File: src/rtl/demux_rr_param.sv
// 1:N demultiplexer with a registered valid/ready stage per output channel.
// Words are steered either round-robin by an internal pointer or by an explicit sel.
module demux_rr_param #(
   parameter int WIDTH = 8,
   parameter int CHANNELS = 2,
   localparam int SEL_W = $clog2(CHANNELS)
) (
   input  logic                      clk,
   input  logic                      reset_L,
   input  logic [WIDTH-1:0]          data_in,
   input  logic                      valid_in,
   output logic                      ready_out,
   input  logic                      mode,
   input  logic [SEL_W-1:0]          sel,
   output logic [CHANNELS*WIDTH-1:0] data_out,
   output logic [CHANNELS-1:0]       valid_out,
   input  logic [CHANNELS-1:0]       ready_in,
   output logic [7:0]                drop_count
);

   localparam int PtrSpan = 1 << SEL_W;
   localparam logic [SEL_W:0]   ChanCount = (SEL_W+1)'(CHANNELS);
   localparam logic [SEL_W-1:0] LastChan  = SEL_W'(CHANNELS - 1);

   logic [CHANNELS*WIDTH-1:0] data_q, data_d;
   logic [CHANNELS-1:0]       valid_q, valid_d;
   logic [SEL_W-1:0]          rrPtr_q, rrPtr_d;
   logic [7:0]                dropCount_q, dropCount_d;

   logic [CHANNELS-1:0] chanFree;
   logic [PtrSpan-1:0]  freeExt;
   logic [SEL_W-1:0]    target;
   logic                dropSel;
   logic                accept;
   logic                writeEn;

   // Out-of-range addresses only exist when CHANNELS is not a power of two;
   // freeExt pads the free vector so indexing by target never runs off the end.
   always_comb begin
      chanFree = ~valid_q | ready_in;
      freeExt = '0;
      freeExt[CHANNELS-1:0] = chanFree;
      target = mode ? sel : rrPtr_q;
      dropSel = mode && !({1'b0, sel} < ChanCount);
      ready_out = dropSel ? 1'b1 : freeExt[target];
      accept = valid_in && ready_out;
      writeEn = accept && !dropSel;
   end

   // A channel drains when its consumer is ready; a same-cycle write wins so valid stays up.
   always_comb begin
      data_d = data_q;
      valid_d = valid_q & ~ready_in;
      rrPtr_d = rrPtr_q;
      dropCount_d = dropCount_q;
      for (int k = 0; k < CHANNELS; k++) begin
         if (writeEn && target == SEL_W'(k)) begin
            data_d[k*WIDTH +: WIDTH] = data_in;
            valid_d[k] = 1'b1;
         end
      end
      if (writeEn && !mode) begin
         rrPtr_d = (rrPtr_q == LastChan) ? '0 : rrPtr_q + SEL_W'(1);
      end
      if (accept && dropSel && dropCount_q != 8'hFF) begin
         dropCount_d = dropCount_q + 8'd1;
      end
   end

   always_ff @(posedge clk or negedge reset_L) begin
      if (!reset_L) begin
         data_q <= '0;
         valid_q <= '0;
         rrPtr_q <= '0;
         dropCount_q <= '0;
      end else begin
         data_q <= data_d;
         valid_q <= valid_d;
         rrPtr_q <= rrPtr_d;
         dropCount_q <= dropCount_d;
      end
   end

   assign data_out = data_q;
   assign valid_out = valid_q;
   assign drop_count = dropCount_q;

endmodule

File: config.mk
export PLATFORM = sky130hd
export DESIGN_NAME = demux_rr_param
export DESIGN_NICKNAME = d
export VERILOG_FILES = /design/src/rtl/demux_rr_param.sv
export SDC_FILE = /design/constraint.sdc
export NUM_CORES = 1
export LEC_CHECK = 0
export CORE_MARGIN = 3
export CORE_UTILIZATION = 34
export CTS_CLUSTER_DIAMETER = 200
export DETAILED_ROUTE_END_ITERATION = 12
export PLACE_DENSITY = 0.83
export SKIP_LAST_GASP = 1
export SLEW_MARGIN = 20
export SYNTH_ARGS = -nofsm -noshare
export SYNTH_HDL_FRONTEND = slang
export SYNTH_SLANG_ARGS = --single-unit
File: constraint.sdc
create_clock -name clk -period 1.3 [get_ports clk]
set_input_delay 0.13 -clock clk [delete_from_list [all_inputs] [get_ports clk]]
set_output_delay 0.13 -clock clk [all_outputs]
set_load 0.01 [all_outputs]
After elaboration in Yosys (flattened, before gate mapping)
Cells that the tools add are included.
{"block": "totals", "register_bits": 19, "out_inout_bits": 27, "word_cells": 22}
{"block": "op_classes", "n_addsub": 1, "magnitude_cmp": 1, "mux": 6, "n_bitwise": 5, "reduce_logical": 5}
{"operator": "$mux W1", "n": 6}
{"operator": "$logic_and A1 B1 Y1", "n": 4}
{"operator": "$not A2 Y2", "n": 2}
{"operator": "$and A2 B2 Y2", "n": 1}
{"operator": "$lt A1 B2 Y1 const B", "n": 1}
{"operator": "$or A2 B2 Y2", "n": 1}
{"operator": "$add A1 B1 Y1 const B", "n": 1}
{"operator": "$logic_not A1 Y1", "n": 1}
{"operator": "$not A1 Y1", "n": 1}

Depth between registers and ports, before layout
Gate-level depths: netlist (run 1).
{"block": "logic_depth", "ltp_word": 7, "ltp_mapped": 3, "mapped_depth_nobuf": 3}

Least setup slack after synthesis (run 1)
OpenSTA, ideal clock, no wires.
{"block": "synth_path", "kind": "register to register", "startpoint": "register rrPtr_q", "endpoint": "register data_q[10], in the netlist data_out[10]", "arrival_time_ns": 1.202, "t_required_ns": 1.175, "setup_slack_ns": -0.027, "path_stages_with_launch": 4, "path_buffers": 0, "period_less_slack_ns": 1.327, "path_cell_list": "dfrtp_1 -> mux2i_2 -> nand3b_4 -> mux2_2"}
{"block": "synth_between", "elab_chain_cells": 5}
{"element": "start, declared", "line_no": "27", "source": "logic [SEL_W-1:0] rrPtr_q, rrPtr_d;"}
{"element": "start signal, assigned", "line_no": "79", "source": "rrPtr_q <= rrPtr_d;"}
{"element": "$mux W1 (*)", "line_no": "43", "source": "target = mode ? sel : rrPtr_q;"}
{"element": "$mux W1 (implied by the code) (2 in a row)", "line_no": "45", "source": "ready_out = dropSel ? 1'b1 : freeExt[target];"}
{"element": "$logic_and A1 B1 Y1", "line_no": "46", "source": "accept = valid_in && ready_out;"}
{"element": "$logic_and A1 B1 Y1 (*)", "line_no": "57", "source": "if (writeEn && target == SEL_W'(k)) begin"}
{"element": "end signal, assigned", "line_no": "77", "source": "data_q <= data_d;"}
{"element": "end, declared", "line_no": "25", "source": "logic [CHANNELS*WIDTH-1:0] data_q, data_d;"}
Mark *: on every way between the ends. The rest lies on a longest branch, timed or not. The select of a mux whose other input is x is not followed.
A chain may end at the register's enable or synchronous reset.

Worst setup path after layout (run 1)
{"block": "layout_path", "startpoint": "register rrPtr_q", "endpoint": "output ready_out"}
{"block": "layout_between", "elab_chain_cells": 3}
{"element": "$mux W1", "line_no": "43"}
{"element": "$mux W1 (implied by the code) (2 in a row)", "line_no": "45"}
{"element": "end, declared", "line_no": "12", "source": "output logic ready_out,"}
Every way passes these cells. The select of a mux whose other input is x is not followed.

==> impl_metrics.env, run 1 <==
export IMPL_outcome="finished, violations left"
export IMPL_violations="setup timing"
export IMPL_wl_per_cell_um=13.55
export IMPL_power_density_nw_per_um2=1585
export IMPL_syn_area_per_cell_sq_um=14.92
export IMPL_synth_area_sq_um=820.8
export IMPL_die_w_um=55.14
export IMPL_port_buffer_count=33
export IMPL_worstSetupPathType="reg -> out"
export IMPL_wl_um=1721
export IMPL_leakage_uw=0.0005857
export IMPL_drtIter0Drc=0
export IMPL_cp_arrival_ns=1.32
export IMPL_die_area_sq_um=3040
export IMPL_initial_core_util_pct=36.40
export IMPL_cp_required_ns=1.17
export IMPL_synth_ff_latch_count=19
export IMPL_pre_cts_slack_ns=-0.6025
export IMPL_clock_latency_ns=0.28
export IMPL_die_h_um=55.14
export IMPL_cts_buffers=3
export IMPL_core_area_sq_um=2255
export IMPL_drive_gt1_share_pct=33.33
export IMPL_row_count=17
export IMPL_firstDrtPassIters=1
export IMPL_most_common_layout_cells="dfrtp_1, dlygate4sd2_1, mux2_2"
export IMPL_diodes=0
export IMPL_hp_class="in -> async"
export IMPL_grt_pass1_wl_um=2801
export IMPL_seq_area_frac_synth_pct=57.93
export IMPL_h_tree_depth=1
export IMPL_areaGrowthSynthToFinish_pct=51.68
export IMPL_hold_viol_final=0
export IMPL_clockRootBuffer="clkbuf_4"
export IMPL_drv_slew=0
export IMPL_io_pins=42
export IMPL_globalRouteTotalUtil_pct=13.42
export IMPL_setup_ws_ns=-0.1486
export IMPL_postRouteAntennaNets=0
export IMPL_cts_hold_buffers_added=0
export IMPL_fin_crit_sh_pct=111.4
export IMPL_hold_ws_ns=0.1572
export IMPL_cts_tree="done"
export IMPL_antenna_found_initial=0
export IMPL_clockBufferDepth=2
export IMPL_viasPerCell=4.488
export IMPL_cap_viol_max_count=0
export IMPL_grt_max_degree=20
export IMPL_crit_path_start_kind="flip-flop"
export IMPL_grt_pass1_vias=623
export IMPL_cp_max_fo=2
export IMPL_yosysUniqueCellTypes=12
export IMPL_ir_drop_v=0.001047
export IMPL_ys_warn_count=0
export IMPL_fin_crit_ns=1.449
export IMPL_fin_nets=115
export IMPL_dr_total_vias=570
export IMPL_drc_errors=0
export IMPL_setup_viol_count_final=17
export IMPL_max_freq_mhz=690.3
export IMPL_grt_ovfl_total=0
export IMPL_cts_clk_slew_worst_paths_ns=0.10
export IMPL_dp_hpwl_um=1238
export IMPL_cts_sinks=19
export IMPL_gp_congestion=0.6323
export IMPL_fin_worst_skew_ns=0.0005844
export IMPL_crit_path_end_kind="output port"
export IMPL_final_core_util_pct=55.22
export IMPL_rsz0062_at_grt="yes"
export IMPL_syn_instance_count=55
sequential cells by signal, indices dropped and copies added, names as in the netlist:
name       count
data_out      16
rrPtr_q        1
valid_out      2
cells by family after synthesis:
group                  after synthesis  share of synthesized area, %
muxes                               18                         25.00
and+or+nand+nor                      6                         7.013
DFF                                 19                         57.93
other                                1                        0.4569
AOI/OAI and AO/OA                    2                         1.830
buffers and inverters                9                         7.774
layout make-up:
cell class	count	area (sq um)
clock inverters	1	5.005
well taps	28	35.03
repair buffers	39	352.8
inverters	1	3.754
fillers	222	1010
flip-flops and latches	19	475.5
clock buffers	3	22.52
multi-input cells	36	350.3
routing by layer:
layer	vias to the layer above	wire, um	GRT usage [%]
li1	269	-	-
met1	272	714	16.10
met2	29	817	21.65
met3	0	189	5.362
met4	0	0	4.858
met5	-	0	0
repair_timing:
| action | in CTS | in global routing |
|---|---|---|
| gates resized for setup | 26 | 0 |
| pin swaps | 1 | 0 |
| setup buffers | 1 | 0 |
| cloned | 2 | 0 |
| setup endpoints to repair | 35 | 17 |
power breakdown:
part	leakage [uW]	switching, uW	internal (uW)
combinational	0.000345	343	461
sequential	0.000223	96.6	791
clock	0.0000177	167	114
cells in the mapped netlist:
cell type,number,area (sq um)
mux2_2,17,191.4
buf_4,8,60.06
a41oi_1,1,8.760
nand3_4,1,17.52
conb_1,1,3.750
mux2i_2,1,13.76
nand3b_4,1,20.02
a31oi_1,1,6.260
dfrtp_1,19,475.5
nand2b_1,2,12.51
nand2_1,2,7.510
inv_1,1,3.750
stage by stage:
step | TNS [ns] | power (uW) | instances | cell area, sq um
after CTS | -1.047 | 2009 | 127 | 1245
after floorplan | 0 | 1286 | 62 | 855.8
after global routing | -1.786 | 2125 | 127 | 1245
after global placement | -7.425 | 1786 | 120 | 1199
final | -0.8406 | 1973 | 127 | 1245
after detailed placement | -7.824 | 1813 | 120 | 1199
final timing paths:
kind                                               start                       end  slack (ns)  cells past startpoint
worst max-delay path                 rrPtr_q$_DFFE_PN0P_                 ready_out       -0.15                      3
worst min-delay path                             reset_L   data_out[9]$_DFFE_PN0P_        0.16                      2
worst max register to register       rrPtr_q$_DFFE_PN0P_  data_out[14]$_DFFE_PN0P_       -0.09                      4
worst min register to register  data_out[15]$_DFFE_PN0P_  data_out[15]$_DFFE_PN0P_        0.51                      1
max in group asynchronous                        reset_L  data_out[13]$_DFFE_PN0P_        0.95                      2
min in group clk                                    mode       rrPtr_q$_DFFE_PN0P_        0.34                      3
worst max-delay path: stages (launching register included):
cell and delay (ns):
dfrtp_1 0.42, mux2i_4 0.17, mux2_4 0.32, buf_6 0.12
(Power assumes the default switching activity.)
==> run 2, diff against run 1 <==
- SLEW_MARGIN: 20 -> 15
==> results of run 2 <==
No change in the layout: final DEF, timing and power equal those of run 1.
